$ cat src/rtl/adc_pkg.sv
// adc_pkg: channel geometry, scan state encoding and
// mask helpers shared by the ADC scan sequencer family.
package adc_pkg;

  localparam int unsigned NUM_CH = 10;
  localparam int unsigned CH_W   = 8;
  localparam int unsigned SMP_W  = 8;

  localparam logic [NUM_CH-1:0] DEF_CH_MASK =
    10'b11_1111_0011;

  typedef enum logic [2:0] {
    S_IDLE   = 3'd0,
    S_SETTLE = 3'd1,
    S_START  = 3'd2,
    S_WAIT   = 3'd3,
    S_NEXT   = 3'd4
  } adc_state_e;

  // Lowest set bit of a channel mask; 0 for an empty mask.
  function automatic logic [CH_W-1:0] lowest_ch(
    input logic [NUM_CH-1:0] mask
  );
    logic [CH_W-1:0] r;
    r = '0;
    for (int i = NUM_CH - 1; i >= 0; i--) begin
      if (mask[i]) r = CH_W'(i);
    end
    return r;
  endfunction

endpackage

$ cat src/rtl/adc_next_ch.sv
// adc_next_ch: wrap-around priority finder returning the
// next set mask bit above the current channel index.
module adc_next_ch
  import adc_pkg::*;
(
  input  logic [NUM_CH-1:0] mask_i,
  input  logic [CH_W-1:0]   cur_i,
  output logic [CH_W-1:0]   nxt_o,
  output logic              wrap_o
);

  logic found;

  // Scan upward from cur_i+1; fall back to the lowest bit.
  always_comb begin
    found  = 1'b0;
    nxt_o  = lowest_ch(mask_i);
    wrap_o = 1'b1;
    for (int i = 0; i < NUM_CH; i++) begin
      if (!found && mask_i[i] && (CH_W'(i) > cur_i)) begin
        found  = 1'b1;
        nxt_o  = CH_W'(i);
        wrap_o = 1'b0;
      end
    end
  end

endmodule

$ cat src/rtl/adc_scan_sequencer.sv
// adc_scan_sequencer: time-multiplexes one ADC over CH_MASK.
// Define ADC_TIMEOUT_EN to abandon silent conversions.
module adc_scan_sequencer
  import adc_pkg::*;
#(
  parameter logic [NUM_CH-1:0] CH_MASK     = DEF_CH_MASK,
  parameter int unsigned       SETTLE_CYC  = 16,
  parameter int unsigned       TIMEOUT_CYC = 255
) (
  input  logic                    clk,
  input  logic                    rst,
  input  logic                    enable,
  output logic [CH_W-1:0]         channel,
  output logic                    conv_start,
  input  logic                    new_sample,
  input  logic [SMP_W-1:0]        sample,
  input  logic [CH_W-1:0]         sample_channel,
  output logic [NUM_CH*SMP_W-1:0] samples,
  output logic [NUM_CH-1:0]       valid,
  output logic [NUM_CH-1:0]       err,
  output logic                    scan_done,
  output logic                    busy
);

  localparam int unsigned CNT_MAX =
    (TIMEOUT_CYC > SETTLE_CYC) ? TIMEOUT_CYC : SETTLE_CYC;
  localparam int unsigned CNT_W = $clog2(CNT_MAX + 1);
  localparam int unsigned IDX_W = $clog2(NUM_CH);

  localparam logic [CNT_W-1:0] SETTLE_LAST =
    CNT_W'(SETTLE_CYC - 1);
`ifdef ADC_TIMEOUT_EN
  localparam logic [CNT_W-1:0] TIMEOUT_LAST =
    CNT_W'(TIMEOUT_CYC - 1);
`endif

  localparam logic [CH_W-1:0] RST_CH = lowest_ch(CH_MASK);
  localparam logic MASK_OK = |CH_MASK;

  adc_state_e state_q, state_d;
  logic [CNT_W-1:0] cnt_q, cnt_d;
  logic [CH_W-1:0]  chan_q, chan_d;
  logic [NUM_CH-1:0][SMP_W-1:0] smp_q, smp_d;
  logic [NUM_CH-1:0] valid_q, valid_d;
  logic [NUM_CH-1:0] err_q, err_d;
  logic done_q, done_d;

  logic [CH_W-1:0]  nxt_ch;
  logic             nxt_wrap;
  logic [IDX_W-1:0] idx;

  assign idx = chan_q[IDX_W-1:0];

  adc_next_ch u_next_ch (
    .mask_i (CH_MASK),
    .cur_i  (chan_q),
    .nxt_o  (nxt_ch),
    .wrap_o (nxt_wrap)
  );

  // State, counter, channel and holding registers.
  always_ff @(posedge clk or negedge rst) begin
    if (!rst) begin
      state_q <= S_IDLE;
      cnt_q   <= '0;
      chan_q  <= RST_CH;
      smp_q   <= '0;
      valid_q <= '0;
      err_q   <= '0;
      done_q  <= 1'b0;
    end else begin
      state_q <= state_d;
      cnt_q   <= cnt_d;
      chan_q  <= chan_d;
      smp_q   <= smp_d;
      valid_q <= valid_d;
      err_q   <= err_d;
      done_q  <= done_d;
    end
  end

  // Scan FSM: settle, start, wait for result, advance.
  always_comb begin
    state_d = state_q;
    cnt_d   = cnt_q;
    chan_d  = chan_q;
    smp_d   = smp_q;
    valid_d = valid_q;
    err_d   = err_q;
    done_d  = 1'b0;
    unique case (state_q)
      S_IDLE: begin
        cnt_d = '0;
        if (enable && MASK_OK) state_d = S_SETTLE;
      end
      S_SETTLE: begin
        if (cnt_q == SETTLE_LAST) begin
          cnt_d   = '0;
          state_d = S_START;
        end else begin
          cnt_d = cnt_q + 1'b1;
        end
      end
      S_START: begin
        cnt_d   = '0;
        state_d = S_WAIT;
      end
      S_WAIT: begin
        if (new_sample) begin
          if (sample_channel == chan_q) begin
            smp_d[idx]   = sample;
            valid_d[idx] = 1'b1;
          end else begin
            err_d[idx] = 1'b1;
          end
          cnt_d   = '0;
          state_d = S_NEXT;
        end
`ifdef ADC_TIMEOUT_EN
        else if (cnt_q == TIMEOUT_LAST) begin
          err_d[idx] = 1'b1;
          cnt_d      = '0;
          state_d    = S_NEXT;
        end else begin
          cnt_d = cnt_q + 1'b1;
        end
`endif
      end
      S_NEXT: begin
        chan_d  = nxt_ch;
        done_d  = nxt_wrap;
        cnt_d   = '0;
        state_d = enable ? S_SETTLE : S_IDLE;
      end
      default: begin
        cnt_d   = '0;
        state_d = S_IDLE;
      end
    endcase
  end

  assign channel    = chan_q;
  assign conv_start = (state_q == S_START);
  assign samples    = smp_q;
  assign valid      = valid_q;
  assign err        = err_q;
  assign scan_done  = done_q;
  assign busy       = (state_q != S_IDLE);

endmodule
$ cat config.mk
export PLATFORM = sky130hd
export DESIGN_NAME = adc_scan_sequencer
export DESIGN_NICKNAME = d
export VERILOG_FILES = /design/src/rtl/adc_pkg.sv /design/src/rtl/adc_next_ch.sv /design/src/rtl/adc_scan_sequencer.sv
export SDC_FILE = /design/constraint.sdc
export NUM_CORES = 1
export LEC_CHECK = 0
export BUFFER_PORTS_ARGS = -buffer_cell sky130_fd_sc_hd__buf_2
export CAP_MARGIN = 15
export CORE_MARGIN = 8
export CORE_UTILIZATION = 56
export DETAILED_ROUTE_END_ITERATION = 6
export GPL_TIMING_DRIVEN = 0
export HOLD_SLACK_MARGIN = 0.03
export PLACE_DENSITY = 0.85
export SLEW_MARGIN = 20
export SYNTH_ARGS = -nofsm -noshare
export SYNTH_HDL_FRONTEND = slang
export SYNTH_SLANG_ARGS = --single-unit
$ cat constraint.sdc
create_clock -name clk -period 4.8 [get_ports clk]
set_clock_uncertainty 0.15 [all_clocks]
set_input_delay 0.72 -clock clk [delete_from_list [all_inputs] [get_ports clk]]
set_output_delay 0.72 -clock clk [all_outputs]
set_load 0.1 [all_outputs]
Word-level counts from Yosys, hierarchy flattened. Index checks and enable logic that the tools add are counted.

Flip-flop bits (word level): 120. Input bits: 20. Logic and storage cells: 95.

$add $sub $neg: 1. $lt $le $gt $ge: 10. Eq/ne operators: 9. Mux-type cells: 36. Bitwise gates (word level): 3. Reductions and logical operators: 20.

Operator list (count): $bwmux W80 (1); $demux W8 S4 (1); $gt A3 B8 Y1 const A (4); $mux W8 (3); $mux W3 (7); $or A10 B10 Y10 (2); $mux W1 (19); $gt A1 B8 Y1 const A (2); $gt A4 B8 Y1 const A (2); $pmux W8 S2 (1); $pmux W3 S5 (1); $reduce_and A3 Y1 (3); $add A8 B1 Y8 const B (1); $eq A8 B4 Y1 const B (1); $eq A8 B8 Y1 (1); $logic_and A1 B1 Y1 (8); $mux W4 (2); $logic_not A1 Y1 (7); $eq A3 B2 Y1 const B (2); $ne A2 B2 Y1 const B (3); $lt A4 B5 Y1 const B (1); $demux W1 S4 (1); $ge A4 B1 Y1 const B (1); $eq A3 B1 Y1 const B (1); 4 further kinds (4).

Depth between registers and ports, before layout. Gate-level depths: netlist of the first run.

Depth in word-level cells: 24. Depth in mapped cells: 6. Gate-level depth less buffers: 5.

Modules after synthesis. Synthesis of the first run repeated with hierarchy kept, for this count alone.

Cell total of the unflattened synthesis: 401. Area total of the unflattened synthesis: 5345.1 um^2.

Modules (own cells, without submodules): adc_scan_sequencer (instances 1, cells an instance 321, area an instance 4845.9 um^2, seq. area each 3002.9 um^2); adc_next_ch (instances 1, cells an instance 80, area an instance 499.2 um^2, seq. area each 0.0 um^2).

Least setup slack after synthesis of the first run. No wires, ideal clock.

Kind: register to output. Start: register state_q[1]. End: output conv_start. Data arrival time: 2.794 ns. Required time: 3.930 ns. Setup slack: 1.136 ns. Cell stages (with the launch flop): 3. Buffers on the path: 1. Path through: dfrtp_1 > clkbuf_1 > nor3b_1.

Word-level cells in the longest chain between the ends: 1.

RTL lines: from (decl) (line adc_scan_sequencer.sv:40) `adc_state_e state_q, state_d;`; from (signal assigned) (line adc_scan_sequencer.sv:72) `state_q <= state_d;`; $eq A3 B2 Y1 (line adc_scan_sequencer.sv:143) `assign conv_start = (state_q == S_START);`; to (decl) (line adc_scan_sequencer.sv:14) `output logic conv_start,`.

Every way passes these cells.

Worst setup path in the final report of the first run.
Start: register state_q[1]. End: register smp_q (netlist bit samples[21]).

Word-level cells in the longest chain between the ends: 2.

RTL lines: $eq A3 B2 Y1 (line adc_scan_sequencer.sv:91) `unique case (state_q)`; $reduce_and A3 Y1 (no source line); to (signal assigned) (line adc_scan_sequencer.sv:75) `smp_q <= smp_d;`; to (decl) (line adc_scan_sequencer.sv:43) `logic [NUM_CH-1:0][SMP_W-1:0] smp_q, smp_d;`.

Every way passes these cells. A chain may end at the register's enable or synchronous reset.

==> results of run 1 <==
==> cells by family after synthesis <==
kind of cell             count (synthesis)
XOR/XNOR                                 9
buffers and inverters                   29
AND/OR/NAND/NOR                         73
adder cells (fa/ha/maj)                  1
other                                    1
multiplexers                            82
flip-flops                             116
AO/OA/AOI/OAI                           26
==> synth_stat cells (all sizes together) <==
| cell type | count | area (µm²) |
|---|---|---|
| dfrtp | 116 | 2900 |
| ha | 1 | 12.5 |
| clkbuf | 10 | 37.5 |
| a21oi | 2 | 10.0 |
| and4 | 2 | 17.5 |
| conb | 1 | 3.75 |
| nor2b | 3 | 18.8 |
| nand2b | 5 | 31.3 |
| nor2 | 9 | 33.8 |
| mux2i | 2 | 20.0 |
| and2 | 3 | 18.8 |
| or2 | 9 | 56.3 |
| nand3b | 1 | 7.51 |
| o31ai | 1 | 7.51 |
| or4b | 1 | 10.0 |
| xor2 | 7 | 61.3 |
| and3 | 1 | 6.26 |
| inv | 4 | 15.0 |
| nand4 | 4 | 25.0 |
| nand4bb | 2 | 22.5 |
| nor4b | 2 | 38.8 |
| nand3 | 5 | 25.0 |
| buf | 15 | 73.8 |
| a22o | 2 | 17.5 |
| mux2 | 80 | 901 |
| a21o | 1 | 7.51 |
| or4 | 3 | 26.3 |
| nand2 | 8 | 30.0 |
| nor4 | 5 | 91.3 |
| nand4b | 1 | 8.76 |
| nor3b | 3 | 22.5 |
| a31o | 10 | 87.6 |
| xnor2 | 2 | 17.5 |
| or3 | 3 | 18.8 |
| nor3 | 3 | 15.0 |
| o21ai | 10 | 50.1 |
==> per-layer routing <==
| layer | up-vias | track usage | part of all wire |
|---|---|---|---|
| met4 | 0 | 0.0753 | 0.016 |
| met3 | 21 | 0.0874 | 0.087 |
| met1 | 1694 | 0.236 | 0.39 |
| li1 | 1471 | - | - |
| met5 | - | 0 | 0 |
| met2 | 121 | 0.360 | 0.51 |
==> area by class of cell <==
type | instances | area (µm²)
fillers | 553 | 2090
clock buffers | 17 | 414
clock inverters | 15 | 183
well taps | 105 | 131
flip-flops and latches | 116 | 2900
repair buffers | 119 | 629
multi-input cells | 195 | 1740
plain buffers | 25 | 111
inverters | 4 | 15.0
==> through the flow <==
step                 util  std cells  power, mW  instance area [µm²]  worst slack [ns]
finish              0.746        596       2.88                 6130              1.78
global route        0.746        596       2.98                 6130              1.63
global placement    0.667        562       1.61                 5480              1.36
floorplan               -        340       1.52                 4760              1.14
CTS                 0.745        596       2.89                 6120              1.76
detailed placement  0.671        563       1.64                 5510              1.33
==> timing repair <==
action / in CTS / in global routing
hold buffers: 1 / 0
hold endpoints to repair: 43 / 0
setup buffers: 0 / 0
==> state kept, by name, indices dropped and copies added (netlist names) <==
| signal | count |
|---|---|
| valid | 10 |
| channel | 4 |
| samples | 80 |
| state_q | 3 |
| scan_done | 1 |
| err | 10 |
| cnt_q | 8 |
==> power by group through the flow <==
| stage | combinational [mW] | sequential (mW) | clock, mW |
|---|---|---|---|
| final | 0.579 | 1.05 | 1.25 |
| after global routing | 0.616 | 1.05 | 1.31 |
| after CTS | 0.579 | 1.05 | 1.27 |
| after detailed placement | 0.575 | 1.06 | 0 |
| after global placement | 0.553 | 1.06 | 0 |
| after floorplan | 0.277 | 1.24 | 0 |
==> critical path, cell delays in order, from the launching register on <==
cell and delay (ns):
dfrtp_1 0.32, clkbuf_1 0.31, nand4b_1 0.32, or3_1 0.40, clkbuf_1 0.25, nor4b_4 0.73, mux2_2 0.42
==> worst max-delay path by stage <==
stage	startpoint	endpoint	slack, ns
floorplan	state_q[1]$_DFFE_PN0P_	conv_start	1.14
global placement	sample_channel[5]	samples[21]$_DFFE_PN0P_	1.36
detailed placement	sample_channel[5]	samples[17]$_DFFE_PN0P_	1.33
CTS	state_q[1]$_DFFE_PN0P_	samples[75]$_DFFE_PN0P_	1.76
global route	state_q[1]$_DFFE_PN0P_	samples[20]$_DFFE_PN0P_	1.63
finish	state_q[1]$_DFFE_PN0P_	samples[21]$_DFFE_PN0P_	1.78
==> flow_summary_export.csv, run 1 <==
group,metric,value,unit
floorplanning,floorplan.initialDensity,0.578,
power,intPower,1.94,mW
final_layout,nNetsFinal,499,
clock_tree,cts_root_buf,"clkbuf_8",
synthesis,ys_warn_count,0,
power,seqPwrFrac,0.364,
worst_setup_path,reg2reg_to,"samples[21]$_DFFE_PN0P_",
drt,drc,0,
floorplanning,die_x,108,µm
worst_setup_path,ff2ff_path_depth,6,
clock_tree,cts_buffer_depth,2,
clock_tree,cts_tree,"yes",
clock_tree,clk_pin_slew,0.06,ns
drt,ant_nets,0,
timing,fmax,331,MHz
synthesis,synthSimpleGateAreaFrac,0.110,
worst_setup_path,crit_path_start_kind,"flip-flop",
clock_tree,cts-resized-gates,0,
drt,routed_wl,12000,µm
hold_path,hold_path.class,"flip-flop to flip-flop",
final_layout,mostFrequentLayoutCell,"buf_2",
hold_path,min-delay-start,"err[2]$_DFFE_PN0P_",
power,combPwrFrac,0.201,
worst_setup_path,crit_path_max_fanout,9,
timing,finalHoldViolCount,0,
run_status,status,"finished clean",
power,switching_share,0.328,
timing,setup_viol,0,
drt,vias_per_cell,5.55,
worst_setup_path,crit_type,"flip-flop to flip-flop",
synthesis,ys_seq_area_frac,0.611,
floorplanning,die_area,0.0117,mm²
synthesis,synth_mux_area_frac,0.194,
timing,fin_crit,3.02,ns
final_layout,antennaDiodeCount,0,
grt,grt_pass1_wl,19000,µm
synthesis,synthesis.area,0.00475,mm²
grt,track_usage,0.213,
power,p_leak,3.38,nW
worst_setup_path,r2r-start,"state_q[1]$_DFFE_PN0P_",
synthesis,synth-compound-area-share,0.0379,
timing,rsz0062_at_grt,"no",
synthesis,synth_top_family_by_area,"multiplexers",
floorplanning,die_h,108,µm
place,hpwlAfterDp,8260,µm
hold_path,min_delay_path_depth,1,
power,switching_power,0.944,mW
hold_path,holdPathEnd,"err[2]$_DFFE_PN0P_",
grt,antenna_found_initial,0,
clock_tree,numCtsBuffers,17,
timing,relSlewSlack,0.500,
clock_tree,clk_latency,0.51,ns
floorplanning,io_pins,131,
clock_tree,htree_levels,4,
final_layout,drive_above_1_share,0.532,
drt,wire_per_inst,20.1,µm
synthesis,synth-adder-area-share,0.00263,
synthesis,syn_inst,337,
clock_tree,clock-sinks,116,
floorplanning,fp.coreArea,0.00822,mm²
final_layout,syn_to_final_growth,29.0,%
power,clockPowerShare,0.435,
floorplanning,row_count,33,
synthesis,synth_xor_area_frac,0.0166,
grt,grt_max_degree,74,
worst_setup_path,cp.arrival,3.27,ns
grt,grt_pass1_vias,3610,
power,peakVddDrop,0.000391,V
power,p_per_area,470,mW/mm²
timing,fin_tns_setup,0,ns
timing,hold_ws,0.310,ns
timing,fin_crit_sh,0.630,
final_layout,final_cell_mix,"118 x buf_2, 116 x dfrtp_1, 78 x mux2_2",
timing,slew_viol_final,0,
worst_setup_path,rrSetupSlack,1.78,ns
grt,gr-total-overflow,0,
synthesis,ys_ff_latch,116,
synthesis,ys_types,42,
synthesis,syn_area_per_cell,14.1,µm²
timing,worst_pin_slew,0.746,ns
drt,drtPass1Iterations,4,
worst_setup_path,crit_path_end_kind,"flip-flop",
run,maxCapViolCount,0,
drt,via_count,3307,
place,routabilityCongestion,0.869,
worst_setup_path,required,5.04,ns
place,numPortBuffers,117,
drt,drtIter0Drc,104,
No activity file was read; power rests on OpenSTA's default activity.
==> inputs of run 2 (changes only) <==
--- a/config.mk
+++ b/config.mk
@@ -8,11 +8,11 @@
 export BUFFER_PORTS_ARGS = -buffer_cell sky130_fd_sc_hd__buf_2
 export CAP_MARGIN = 15
 export CORE_MARGIN = 8
-export CORE_UTILIZATION = 56
+export CORE_UTILIZATION = 47
 export DETAILED_ROUTE_END_ITERATION = 6
 export GPL_TIMING_DRIVEN = 0
 export HOLD_SLACK_MARGIN = 0.03
-export PLACE_DENSITY = 0.85
+export PLACE_DENSITY = 0.76
 export SLEW_MARGIN = 20
 export SYNTH_ARGS = -nofsm -noshare
 export SYNTH_HDL_FRONTEND = slang
==> constraint.sdc (replaced) <==
create_clock -name clk -period 2.6 [get_ports clk]
set_clock_uncertainty 0.15 [all_clocks]
set_input_delay 0.39 -clock clk [delete_from_list [all_inputs] [get_ports clk]]
set_output_delay 0.39 -clock clk [all_outputs]
set_load 0.1 [all_outputs]
==> run 2 against run 1 <==
  * Total power increased by 89%
  * Hold slack got worse by 0.23 ns
  * Sequential share of layout area decreased by 1.8 points
  * Largest cell class unchanged
  * Clock-buffer cell count increased by 3
  * Setup slack got worse by 1.7 ns
==> flow_summary_export.csv, run 2 (synthesis results as in run 1) <==
group,metric,value,unit
worst_setup_path,required,2.83,ns
clock_tree,cts_root_buf,"clkbuf_8",
run_status,status,"finished clean",
worst_setup_path,crit_type,"flip-flop to flip-flop",
place,hpwlAfterDp,8190,µm
timing,setup_viol,0,
worst_setup_path,endpoint,"samples[22]$_DFFE_PN0P_",
floorplanning,die_h,117,µm
clock_tree,clk_pin_slew,0.06,ns
worst_setup_path,ff2ff_path_depth,6,
timing,rsz0062_at_grt,"no",
worst_setup_path,rrSetupSlack,0.11,ns
drt,via_count,3224,
drt,drc,0,
drt,routed_wl,11900,µm
power,p_per_area,850,mW/mm²
final_layout,syn_to_final_growth,34.7,%
grt,grt_pass1_wl,19000,µm
place,numPortBuffers,117,
floorplanning,fp.coreArea,0.00977,mm²
floorplanning,floorplan.initialDensity,0.486,
drt,ant_nets,0,
grt,grt_pass1_vias,3587,
timing,relSlewSlack,0.557,
drt,drtPass1Iterations,4,
final_layout,mostFrequentLayoutCell,"buf_2",
worst_setup_path,crit_path_start_kind,"flip-flop",
final_layout,largest_register_ffs,80,
timing,fin_crit,2.49,ns
final_layout,final_cells,631,
grt,antenna_found_initial,0,
hold_path,hold_path.class,"input pin to flip-flop",
worst_setup_path,cp.arrival,2.73,ns
final_layout,nNetsFinal,506,
place,placed_cell_area,0.00563,mm²
place,place_inst,591,
timing,worst_pin_slew,0.663,ns
clock_tree,htree_levels,4,
run,maxCapViolCount,0,
power,peakVddDrop,0.000417,V
grt,track_usage,0.183,
power,finalPower,5.44,mW
final_layout,antennaDiodeCount,0,
timing,fmax,401,MHz
drt,drtIter0Drc,138,
worst_setup_path,crit_path_end_kind,"flip-flop",
final_layout,fin_util,0.655,
clock_tree,cts_tree,"yes",
drt,wire_per_inst,18.8,µm
grt,grt_max_degree,60,
timing,hold_ws,0.0824,ns
clock_tree,numCtsBuffers,17,
worst_setup_path,r2r-start,"channel[1]$_DFFE_PN0N_",
timing,finalHoldViolCount,0,
power,p_leak,3.49,nW
floorplanning,row_count,36,
clock_tree,clock-sinks,116,
worst_setup_path,reg2reg_to,"samples[22]$_DFFE_PN0P_",
floorplanning,die_area,0.0136,mm²
worst_setup_path,worstSetupStartpoint,"channel[1]$_DFFE_PN0N_",
worst_setup_path,crit_path_max_fanout,10,
final_layout,design_area,0.00640,mm²
floorplanning,die_x,117,µm
final_layout,final_cell_mix,"117 x buf_2, 112 x dfrtp_1, 70 x mux2_2",
final_layout,drive_above_1_share,0.566,
timing,fin_crit_sh,0.959,
floorplanning,io_pins,131,
drt,vias_per_cell,5.11,
clock_tree,cts_buffer_depth,2,
timing,slew_viol_final,0,
place,routabilityCongestion,0.782,
grt,gr-total-overflow,0,
clock_tree,clk_latency,0.50,ns
run 2: worst max-delay path, cell delays in order, from the launching register on:
cell	delay (ns)
dfrtp_4	0.47
clkbuf_8	0.17
xor2_1	0.19
or4_4	0.57
nor4b_4	0.31
buf_6	0.19
mux2_2	0.34
run 2: final cells by class:
type	count	area [µm²]
plain buffers	21	115
clock buffers	20	445
clock inverters	12	178
fillers	754	3380
inverters	4	15.0
multi-input cells	195	1790
flip-flops and latches	116	2920
well taps	133	166
repair buffers	130	768
run 2: worst min-delay path by stage:
stage	startpoint	endpoint	slack [ns]	cells past startpoint
floorplan	rst	cnt_q[0]$_DFFE_PN0P_	-0.06	0
global placement	err[3]$_DFFE_PN0P_	err[3]$_DFFE_PN0P_	0.29	1
detailed placement	rst	cnt_q[0]$_DFFE_PN0P_	0.24	1
CTS	new_sample	cnt_q[0]$_DFFE_PN0P_	0.05	4
global route	new_sample	cnt_q[0]$_DFFE_PN0P_	0.08	4
finish	new_sample	cnt_q[0]$_DFFE_PN0P_	0.08	4
run 2: through the flow:
stage,setup slack (ns),setup TNS (ns)
floorplan,-0.137,-3.71
global placement,-0.687,-61.58
detailed placement,-0.517,-24.74
CTS,0.0129,0
global route,0.0123,0
finish,0.106,0
run 2: what timing repair did:
action	CTS	global route
gates resized for setup	0	3
hold endpoints to repair	58	0
endpoints found under the setup margin	68	56
gates cloned	0	0
buffers inserted	9	1
hold buffers	2	0
pin swaps	8	0
run 2: report_power, final:
part / internal, mW / switching, mW / total (mW)
sequential: 1.89 / 0.0784 / 1.97
combinational: 0.245 / 0.806 / 1.05
clock: 1.61 / 0.808 / 2.41
run 2: layer usage:
layer	up-vias	part of all wire	track usage
li1	1483	-	-
met1	1613	0.43	0.220
met2	111	0.47	0.297
met3	17	0.089	0.0729
met4	0	0.011	0.0570
met5	-	0	0
==> inputs of run 3 (changes only) <==
--- a/config.mk
+++ b/config.mk
@@ -8,11 +8,11 @@
 export BUFFER_PORTS_ARGS = -buffer_cell sky130_fd_sc_hd__buf_2
 export CAP_MARGIN = 15
 export CORE_MARGIN = 8
-export CORE_UTILIZATION = 47
+export CORE_UTILIZATION = 56
 export DETAILED_ROUTE_END_ITERATION = 6
 export GPL_TIMING_DRIVEN = 0
 export HOLD_SLACK_MARGIN = 0.03
-export PLACE_DENSITY = 0.76
+export PLACE_DENSITY = 0.85
 export SLEW_MARGIN = 20
 export SYNTH_ARGS = -nofsm -noshare
 export SYNTH_HDL_FRONTEND = slang
==> constraint.sdc (replaced) <==
create_clock -name clk -period 3.1 [get_ports clk]
set_clock_uncertainty 0.15 [all_clocks]
set_input_delay 0.465 -clock clk [delete_from_list [all_inputs] [get_ports clk]]
set_output_delay 0.465 -clock clk [all_outputs]
set_load 0.1 [all_outputs]
==> run 3 against run 2 <==
  * First-iteration DRC count up 31%
  * Hold slack better by 0.038 ns
  * Critical endpoint is now samples[20]$_DFFE_PN0P_
  * Sequential share of layout area up 1.6 points
  * Critical path depth unchanged
  * Combinational power down 15%
  * Critical path type unchanged
==> flow_summary_export.csv, run 3 (synthesis results as in run 1) <==
group,metric,value,unit
timing,fin_crit_sh,0.947,
floorplanning,fp.coreArea,0.00822,mm²
timing,relSlewSlack,0.439,
floorplanning,io_pins,131,
timing,fmax,341,MHz
timing,finalHoldViolCount,0,
timing,slew_viol_final,0,
final_layout,drive_above_1_share,0.529,
floorplanning,die_area,0.0117,mm²
grt,gr-total-overflow,0,
place,hpwlAfterDp,8270,µm
grt,grt_max_degree,68,
clock_tree,post_cts_buffers,0,
timing,rsz0062_at_grt,"yes",
grt,grt_pass1_vias,3609,
worst_setup_path,cp_common_cell,"clkbuf_1",
final_layout,largest_register_ffs,80,
worst_setup_path,path_delay_family,"simple AND/OR/NAND/NOR gates",
run_status,status,"finished clean",
worst_setup_path,crit_path_start_kind,"flip-flop",
place,routabilityCongestion,0.838,
floorplanning,row_count,33,
floorplanning,die_x,108,µm
timing,setup_viol,0,
timing,worst_pin_slew,0.840,ns
final_layout,antennaDiodeCount,0,
worst_setup_path,crit_path_max_incr_delay,0.67,ns
drt,drc,0,
worst_setup_path,crit_path_max_fanout,9,
clock_tree,clk_latency,0.50,ns
grt,antenna_found_initial,0,
drt,drtIter0Drc,181,
run,maxCapViolCount,0,
hold_path,hold_path.class,"input pin to flip-flop",
worst_setup_path,cp.arrival,3.17,ns
final_layout,nNetsFinal,499,
grt,grt_pass1_wl,19100,µm
clock_tree,cts_tree,"yes",
worst_setup_path,cp_num_buf_inv,2,
drt,via_count,3255,
worst_setup_path,crit_type,"flip-flop to flip-flop",
clock_tree,clk_pin_slew,0.05,ns
worst_setup_path,crit_path_end_kind,"flip-flop",
worst_setup_path,slowest_stage,"nor4b_4",
final_layout,syn_to_final_growth,29.5,%
power,p_per_area,737,mW/mm²
final_layout,final_cell_mix,"118 x buf_2, 116 x dfrtp_1, 78 x mux2_2",
timing,fin_tns_setup,0,ns
clock_tree,cts_root_buf,"clkbuf_8",
clock_tree,numCtsBuffers,17,
drt,wire_per_inst,20.0,µm
drt,ant_nets,0,
place,numPortBuffers,117,
clock_tree,cts_buffer_depth,2,
drt,vias_per_cell,5.47,
drt,routed_wl,11900,µm
timing,setup_ws,0.163,ns
power,p_leak,3.41,nW
floorplanning,die_h,108,µm
clock_tree,clock-sinks,116,
final_layout,mostFrequentLayoutCell,"buf_2",
floorplanning,floorplan.initialDensity,0.578,
clock_tree,htree_levels,4,
power,finalPower,4.53,mW
worst_setup_path,worstPathCellList,"clkbuf_1 -> nand4b_1 -> or3_1 -> clkbuf_1 -> nor4b_4 -> mux2_2",
place,pre_cts_ws,-0.0779,ns
power,peakVddDrop,0.000452,V
timing,fin_crit,2.94,ns
grt,track_usage,0.212,
worst_setup_path,required,3.33,ns
drt,drtPass1Iterations,4,
[run 3: changes by cell type in the layout (fill, tap and decap cells not counted), moves of 3 or more]
cell | before | now
clkbuf_1 | 4 | 12
mux2_2 | 70 | 78
mux2_4 | 8 | 0
buf_4 | 9 | 4
buf_12 | 4 | 0
dfrtp_1 | 112 | 116
dfrtp_4 | 4 | 0
clkinvlp_4 | 4 | 1
[run 3: cell type report]
cell class	instances	area (µm²)
multi-input combinational	195	1750
tap	105	131
clock inverter	9	151
fill	545	2070
inverter	4	15.0
clock buffer	22	463
buffer	25	111
timing repair buffer	119	629
sequential	116	2900
[run 3: worst paths after layout]
path / start / end / slack (ns) / depth (start not counted)
max in group asynchronous: rst / samples[5]$_DFFE_PN0P_ / 1.81 / 3
worst max-delay path: state_q[1]$_DFFE_PN0P_ / samples[20]$_DFFE_PN0P_ / 0.16 / 6
worst min register to register: err[4]$_DFFE_PN0P_ / err[4]$_DFFE_PN0P_ / 0.31 / 1
min in group asynchronous: rst / state_q[1]$_DFFE_PN0P_ / 0.32 / 2
worst max register to register: state_q[1]$_DFFE_PN0P_ / samples[20]$_DFFE_PN0P_ / 0.16 / 6
worst min-delay path: enable / state_q[0]$_DFFE_PN0P_ / 0.12 / 3
[run 3: worst reg2reg max path, delay by kind of cell, from the launching register on]
kind / cells / cell delay (ns)
muxes: 1 / 0.42
DFF: 1 / 0.32
buffers and inverters: 2 / 0.55
and+or+nand+nor: 3 / 1.37
[run 3: per-layer routing]
metal,GRT usage,share of wire
met1,0.259,0.41
met2,0.339,0.49
met3,0.0910,0.092
met4,0.0525,0.0051
met5,0,0
[run 3: metrics by stage]
step	utilization	cells	instance area, µm²	hold WS, ns
after floorplan	-	340	4770	0.0194
after CTS	0.747	595	6140	0.100
after global placement	0.667	562	5480	0.295
after global routing	0.748	595	6150	0.159
final	0.748	595	6150	0.120
after detailed placement	0.671	563	5520	0.291
[run 3: what timing repair did]
| action | in CTS | in global routing |
|---|---|---|
| hold buffers | 1 | 0 |
| endpoints found under the hold margin | 49 | 0 |
| resized for setup | 0 | 1 |
| endpoints found under the setup margin | 0 | 10 |
[run 3: where the power goes]
part / internal [mW] / switching (mW) / leakage, nW / total (mW)
sequential: 1.58 / 0.0414 / 1.60 / 1.62
combinational: 0.191 / 0.706 / 1.50 / 0.897
clock: 1.36 / 0.652 / 0.301 / 2.01
